===== config.mk =====
export PLATFORM = sky130hd
export DESIGN_NAME = retire_rat
export DESIGN_NICKNAME = d
export VERILOG_FILES = /design/src/rtl/retire_rat.sv
export SDC_FILE = /design/constraint.sdc
export NUM_CORES = 1
export LEC_CHECK = 0
export CAP_MARGIN = 20
export CELL_PAD_IN_SITES_DETAIL_PLACEMENT = 0
export CELL_PAD_IN_SITES_GLOBAL_PLACEMENT = 1
export CORE_MARGIN = 5
export CORE_UTILIZATION = 40
export CTS_CLUSTER_SIZE = 24
export DETAILED_ROUTE_END_ITERATION = 10
export GPL_ROUTABILITY_DRIVEN = 0
export PLACE_DENSITY_LB_ADDON = 0.1
export REMOVE_ABC_BUFFERS = 1
export SLEW_MARGIN = 40
export SYNTH_ARGS = -nofsm -noshare
export SYNTH_HDL_FRONTEND = slang
export SYNTH_SLANG_ARGS = --single-unit

===== constraint.sdc =====
create_clock -name clk -period 5.1 [get_ports clk]
set_clock_uncertainty 0.2 [all_clocks]
set_input_delay 1.02 -clock clk [delete_from_list [all_inputs] [get_ports clk]]
set_output_delay 1.02 -clock clk [all_outputs]
set_load 0.05 [all_outputs]

===== src/rtl/retire_rat.sv =====
// Retirement register alias table.
// Holds the committed architectural-to-physical map. Each commit installs a new
// mapping and hands the displaced physical register back to the free list one
// cycle later. A flush streams the committed map, one entry per cycle, to the
// front-end RAT restore port.
module retire_rat #(
    parameter int ARCH_REGS  = 32,
    parameter int PHYS_REGS  = 64,
    parameter int PHYS_WIDTH = 6,
    parameter int ARCH_WIDTH = 5
) (
    input  logic                  clk,
    input  logic                  rst_n,
    input  logic                  commit_valid_in,
    input  logic [ARCH_WIDTH-1:0] commit_arch_rd_in,
    input  logic [PHYS_WIDTH-1:0] commit_phys_rd_in,
    output logic                  free_enqueue_out,
    output logic [PHYS_WIDTH-1:0] free_wdata_out,
    input  logic                  flush_in,
    output logic                  busy_out,
    output logic                  restore_valid_out,
    output logic [ARCH_WIDTH-1:0] restore_arch_out,
    output logic [PHYS_WIDTH-1:0] restore_phys_out,
    output logic                  restore_done_out
);

    localparam logic [ARCH_WIDTH-1:0] LAST_IDX = ARCH_WIDTH'(ARCH_REGS - 1);

    typedef enum logic {
        IDLE    = 1'b0,
        RESTORE = 1'b1
    } state_t;

    state_t                  state_reg;
    state_t                  state_next;
    logic [ARCH_WIDTH-1:0]   idx_reg;
    logic [ARCH_WIDTH-1:0]   idx_next;
    logic [PHYS_WIDTH-1:0]   map_reg [ARCH_REGS];
    logic                    free_enqueue_reg;
    logic [PHYS_WIDTH-1:0]   free_wdata_reg;
    logic                    busy;
    logic                    commit_ok;

    assign busy = (state_reg == RESTORE);

    // x0 is hard-wired to physical 0, and the ROB is empty while restoring,
    // so commits in either case are dropped.
    assign commit_ok = commit_valid_in && (commit_arch_rd_in != '0) && !busy;

    // Committed map: identity after reset, one write port driven by commit.
    always_ff @(posedge clk or negedge rst_n) begin
        if (!rst_n) begin
            for (int i = 0; i < ARCH_REGS; i++) begin
                map_reg[i] <= PHYS_WIDTH'(i);
            end
        end else if (commit_ok) begin
            map_reg[commit_arch_rd_in] <= commit_phys_rd_in;
        end
    end

    // Return the displaced mapping to the free list one cycle after commit;
    // the data register holds its last value between enqueues.
    always_ff @(posedge clk or negedge rst_n) begin
        if (!rst_n) begin
            free_enqueue_reg <= 1'b0;
            free_wdata_reg   <= '0;
        end else begin
            free_enqueue_reg <= commit_ok;
            if (commit_ok) begin
                free_wdata_reg <= map_reg[commit_arch_rd_in];
            end
        end
    end

    assign free_enqueue_out = free_enqueue_reg;
    assign free_wdata_out   = free_wdata_reg;

    // Restore FSM state and entry index registers.
    always_ff @(posedge clk or negedge rst_n) begin
        if (!rst_n) begin
            state_reg <= IDLE;
            idx_reg   <= '0;
        end else begin
            state_reg <= state_next;
            idx_reg   <= idx_next;
        end
    end

    // Restore FSM next-state and stream outputs; a flush during a pass restarts it.
    always_comb begin
        state_next        = state_reg;
        idx_next          = idx_reg;
        busy_out          = 1'b0;
        restore_valid_out = 1'b0;
        restore_arch_out  = '0;
        restore_phys_out  = '0;
        restore_done_out  = 1'b0;
        case (state_reg)
            IDLE: begin
                if (flush_in) begin
                    state_next = RESTORE;
                    idx_next   = '0;
                end
            end
            RESTORE: begin
                busy_out          = 1'b1;
                restore_valid_out = 1'b1;
                restore_arch_out  = idx_reg;
                restore_phys_out  = map_reg[idx_reg];
                restore_done_out  = (idx_reg == LAST_IDX);
                if (flush_in) begin
                    idx_next = '0;
                end else if (idx_reg == LAST_IDX) begin
                    state_next = IDLE;
                    idx_next   = '0;
                end else begin
                    idx_next = idx_reg + 1'b1;
                end
            end
            default: begin
                state_next = IDLE;
                idx_next   = '0;
            end
        endcase
    end

    // A commit while the restore stream is running means the ROB was not drained.
    commit_while_busy_a: assert property (@(posedge clk) disable iff (!rst_n)
        !(commit_valid_in && busy))
        else $warning("retire_rat: commit while restore busy, ignored");

endmodule


==> impl_metrics.json, run 1 <==
{
  "crit_buf_inv": 2,
  "synth-async-reset-ratio_pct": 100,
  "synth_cells": 822,
  "synthFlopType": "dfrtp_1",
  "final_hold_viol_count": 0,
  "nFillCells": 2532,
  "fp.dieArea_um2": 31700,
  "wl_met1_um": 15200,
  "hold_slack_ns": 0.141,
  "outcome": "complete, no violations",
  "avgViaCountPerCell": 5.87,
  "clock_latency_ns": 0.51,
  "grt_pass1_wl_um": 51800,
  "post_cts_resized": 0,
  "worstPathMaxFanout": 35,
  "avgRoutedWirePerCell_um": 27.4,
  "die_height_um": 178,
  "setup.worst_path.end_class": "output port",
  "cts_root_buffer": "clkbuf_16",
  "nets": 859,
  "cts.sinks": 205,
  "placedCellCount": 1192,
  "hp-class": "input port to async pin",
  "regArea_um2": 5230,
  "worstReg2RegStart": "busy",
  "dp_hpwl_um": 23700,
  "clock_path_buffers": 3,
  "p_leak_nw": 5.44,
  "grt_setup_unrepaired": "no",
  "slowest_delay_ns": 0.70,
  "io_pins": 36,
  "syn_area_um2": 11300,
  "drc": 0,
  "die_x_um": 178,
  "vias": 7272,
  "ys_warn_count": 0,
  "reg2reg_depth": 4,
  "track_usage_pct": 21.9,
  "final_cell_area_um2": 12800,
  "synth-edff-count": 0,
  "start_kind": "flip-flop",
  "drtIter0Drc": 447,
  "postCtsHoldBufs": 0,
  "antenna_left": 0,
  "crit-reg2reg-capture": "map_reg[142]",
  "postPlaceCellArea_um2": 11900,
  "area_growth_pct": 13.7,
  "worst_pin_slew_ns": 0.872,
  "layoutNonFillerInstCount": 1238,
  "highest_layer": "met4",
  "clkTransAtPathRegs_ns": 0.06,
  "numCtsBuffers": 24,
  "powerDensity_nw_per_um2": 309,
  "cts_tree": "built",
  "syn_area_per_cell_um2": 13.7,
  "ys_seq_elements": 205,
  "worstPathRequired_ns": 3.88,
  "grt_max_degree": 96,
  "vdd_drop_max_uv": 186,
  "fp.coreArea_um2": 27800,
  "wl_met3_um": 1720,
  "crit_type": "flip-flop to output port",
  "crit_family": "compound AO/OA/AOI/OAI gates",
  "min_period_ns": 4.36,
  "slowest_stage": "dfrtp_4",
  "fin_crit_sh_pct": 85.5,
  "overflow": 0,
  "slew_headroom_pct": 41.9,
  "yosysSeqAreaShare_pct": 46.4,
  "yosys.cell_types.count": 49,
  "setup_viol_count_final": 0,
  "power_w": 0.00396,
  "grt_pass1_vias": 7691,
  "crit_chain": "buf_12 -> mux2i_1 -> a221oi_1 -> nor2_1 -> o21ai_0 -> a22o_1 -> buf_4",
  "max_freq_ghz": 0.229,
  "largest_reg_flops": 192,
  "max-cap-violations": 0,
  "antenna_found_initial": 1,
  "wl_um": 33900,
  "drive_above_1_share_pct": 51.7,
  "r2r_slack_ns": 2.18,
  "dr.pass1.iters": 5,
  "cts_setup_buffers": 0,
  "num_rows": 61,
  "multi_input_area_um2": 5670,
  "initial_core_util_pct": 40.6,
  "io_buffer_count": 35,
  "met2_length_um": 16000,
  "final_core_utilization_pct": 46.2,
  "drv_slew": 0,
  "h-tree-depth": 1,
  "cp.arrival_ns": 3.14
}
[where the power goes]
part | total [W] | internal [W] | switching [W]
sequential | 0.00170 | 0.00166 | 0.0000332
clock | 0.00184 | 0.00115 | 0.000684
combinational | 0.000431 | 0.000152 | 0.000279
total | 0.00396 | 0.00297 | 0.000996
[cells by family after synthesis]
family,count (synthesis),share of synthesized area (%)
adder cells (fa/ha/maj),3,0.333
AND/OR/NAND/NOR,125,5.91
AO/OA/AOI/OAI,87,5.80
buffers and inverters,72,3.34
multiplexers,330,38.3
flip-flops,205,46.4
[cell usage after synthesis, drive strengths merged (2+ instances only)]
master  instances  area [µm²]
o211ai          2        15.0
nand2          32         120
a211oi          2        15.0
a21boi          2        15.0
o21ai          14        70.1
clkbuf         34         128
o31ai           2        15.0
and2            9        56.3
mux2          209        2350
buf            34         234
mux4           60        1350
nor3            7        80.1
inv             4        15.0
a22oi          13        97.6
o32a            9        90.1
ha              3        37.5
nand2b          6        37.5
nand4           3        18.8
mux2i          61         611
nor2b           5        31.3
and3            3        18.8
nor3b           2        20.0
dfrtp         125        3130
a221oi         18         158
or2             5        31.3
a21oi           2        13.8
a22o            4        35.0
nor2           43         191
o221ai          2        17.5
o22ai          12        75.1
nand3           7        40.0
a31oi           2        12.5
dfstp          80        2100
[area by class of cell]
type,count,share of cell area [%]
inverter,4,0.117
antenna,1,0.0195
multi-input combinational,545,44.3
clock inverter,6,0.820
timing repair buffer,61,4.47
clock buffer,38,5.82
tap,378,3.69
sequential,205,40.8
[per-layer routing]
metal,vias to the layer above,global-route usage (%)
met5,-,0
met4,0,6.22
met3,51,4.18
met2,191,34.4
met1,3865,31.2
li1,3165,-
[placed cells by master, fill, tap and decap left out, types with 4 or more instances in the layout]
| cell type | instances |
|---|---|
| a221oi_1 | 18 |
| a22o_1 | 4 |
| a22oi_1 | 13 |
| and2_1 | 9 |
| buf_4 | 31 |
| clkbuf_1 | 7 |
| clkbuf_16 | 26 |
| clkbuf_8 | 5 |
| clkdlybuf4s50_1 | 24 |
| dfrtp_1 | 124 |
| dfstp_2 | 80 |
| inv_1 | 4 |
| mux2_2 | 208 |
| mux2i_1 | 61 |
| mux4_2 | 60 |
| nand2_1 | 32 |
| nand2b_1 | 6 |
| nand3_1 | 6 |
| nor2_1 | 31 |
| nor2_2 | 12 |
| nor2b_1 | 5 |
| nor3_4 | 4 |
| o21ai_0 | 14 |
| o22ai_1 | 12 |
| o32a_1 | 9 |
[metrics by stage]
stage / TNS [ns] / worst slack [ns]
2_1_floorplan: -1.12 / -0.565
3_3_place_gp: 0 / 1.28
3_5_place_dp: 0 / 1.28
4_1_cts: 0 / 0.720
5_1_grt: 0 / 0.591
6_report: 0 / 0.740
[how the worst max path moves through the flow]
stage,from,endpoint,cells after the start
finish,idx_reg[0],restore_phys_out[2],7
global route,idx_reg[0],restore_phys_out[2],7
CTS,idx_reg[0],restore_phys_out[5],7
detailed placement,idx_reg[0],restore_phys_out[5],7
global placement,idx_reg[0],restore_phys_out[5],7
floorplan,idx_reg[0],restore_phys_out[0],5
(Power assumes the default switching activity.)
==> run 2, diff against run 1 <==
- SLEW_MARGIN: 40 -> 20
==> impl_metrics.json, run 2 (synthesis results as in run 1) <==
{
  "initial_core_util_pct": 40.6,
  "slew_headroom_pct": 38.6,
  "worstPathMaxFanout": 35,
  "vdd_drop_max_uv": 208,
  "critPathLaunch": "idx_reg[0]",
  "crit_chain": "buf_12 -> mux2i_1 -> a221oi_1 -> nor2_1 -> o21ai_0 -> a22o_1 -> buf_4",
  "power_w": 0.00394,
  "worst_pin_slew_ns": 0.921,
  "postCtsHoldBufs": 0,
  "final_cell_mix": "208 x mux2_2, 124 x dfrtp_1, 80 x dfstp_2",
  "fin_crit_sh_pct": 85.1,
  "cp.arrival_ns": 3.12,
  "cts_tree": "built",
  "dp_hpwl_um": 23500,
  "cts_setup_buffers": 0,
  "wl_um": 34000,
  "crit_type": "flip-flop to output port",
  "p_leak_nw": 5.40,
  "worstReg2RegStart": "busy",
  "powerDensity_nw_per_um2": 309,
  "wl_met1_um": 14900,
  "cts.sinks": 205,
  "clock_latency_ns": 0.52,
  "io_buffer_count": 35,
  "outcome": "complete, no violations",
  "crit_family": "compound AO/OA/AOI/OAI gates",
  "clkTransAtPathRegs_ns": 0.06,
  "post_cts_resized": 0,
  "hp-start": "map_reg[191]",
  "avgViaCountPerCell": 5.88,
  "drv_slew": 0,
  "max_freq_ghz": 0.230,
  "num_rows": 61,
  "fp.coreArea_um2": 27800,
  "largest_reg_flops": 192,
  "final_hold_viol_count": 0,
  "overflow": 0,
  "final_common_cell": "mux2_2",
  "regArea_um2": 5230,
  "hp-class": "flip-flop to flip-flop",
  "die_height_um": 178,
  "wl_met3_um": 1850,
  "multi_input_area_um2": 5670,
  "dr.pass1.iters": 5,
  "drive_above_1_share_pct": 51.3,
  "start_kind": "flip-flop",
  "vias": 7275,
  "setup_viol_count_final": 0,
  "die_x_um": 178,
  "worstPathRequired_ns": 3.88,
  "grt_setup_unrepaired": "no",
  "antenna_found_initial": 1,
  "nets": 858,
  "met2_length_um": 16100,
  "drc": 0,
  "grt_max_degree": 96,
  "cts_root_buffer": "clkbuf_16",
  "setup.worst_path.end_class": "output port",
  "max-cap-violations": 0,
  "io_pins": 36,
  "layoutNonFillerInstCount": 1237,
  "highest_layer": "met4",
  "slowest_stage": "dfrtp_4",
  "min_period_ns": 4.34,
  "h-tree-depth": 1,
  "placedCellCount": 1191,
  "crit_buf_inv": 2,
  "area_growth_pct": 13.0,
  "numCtsBuffers": 25,
  "clock_path_buffers": 3,
  "grt_pass1_vias": 7706,
  "antenna_left": 0,
  "avgRoutedWirePerCell_um": 27.5,
  "r2r_slack_ns": 2.16,
  "nFillCells": 2534,
  "drtIter0Drc": 466,
  "slowest_delay_ns": 0.69,
  "track_usage_pct": 21.8,
  "fin_setup_tns_ns": 0,
  "fp.dieArea_um2": 31700,
  "grt_pass1_wl_um": 51700
}
==> run 2: area by class of cell <==
type | count | share of cell area (%)
clock buffers | 40 | 5.74
clock inverters | 5 | 0.785
inverters | 4 | 0.118
multi-input cells | 545 | 44.5
well taps | 378 | 3.71
flip-flops and latches | 205 | 41.1
repair buffers | 59 | 4.03
diodes | 1 | 0.0196
==> run 2: per-layer routing <==
layer  GRT usage (%)  vias to the layer above
met5               0                        -
met4            6.54                        0
met3            4.20                       56
met2            34.8                      195
met1            30.3                     3864
li1                -                     3160
==> run 2: report_power, final <==
part           switching (W)  internal [W]  total [W]
clock network       0.000684       0.00113    0.00181
registers          0.0000328       0.00166    0.00170
logic               0.000280      0.000147   0.000427
total               0.000997       0.00294    0.00393
==> run 2: per-stage QoR <==
stage / hold WS, ns / setup WS, ns / utilization, % / instance area, µm²
finish: 0.212 / 0.758 / 45.9 / 12700
global route: 0.220 / 0.517 / 45.9 / 12700
CTS: 0.212 / 0.721 / 45.9 / 12700
detailed placement: 0.197 / 1.27 / 42.9 / 11900
global placement: 0.182 / 1.28 / 42.9 / 11900
floorplan: 0.169 / -0.565 / - / 10900
==> run 2: path summary, 6_finish.rpt <==
check / end / cells after the start
max: restore_phys_out[2] / 7
min: map_reg[191] / 0
max reg2reg: map_reg[140] / 4
min reg2reg: map_reg[191] / 0
max in group asynchronous: map_reg[2] / 2
min in group asynchronous: map_reg[137] / 1
==> run 2: worst register-to-register path: cells and delay by family (launching register included) <==
kind / cells / cell delay (ns)
flip-flops: 1 / 0.66
multiplexers: 1 / 0.41
AND/OR/NAND/NOR: 3 / 1.55
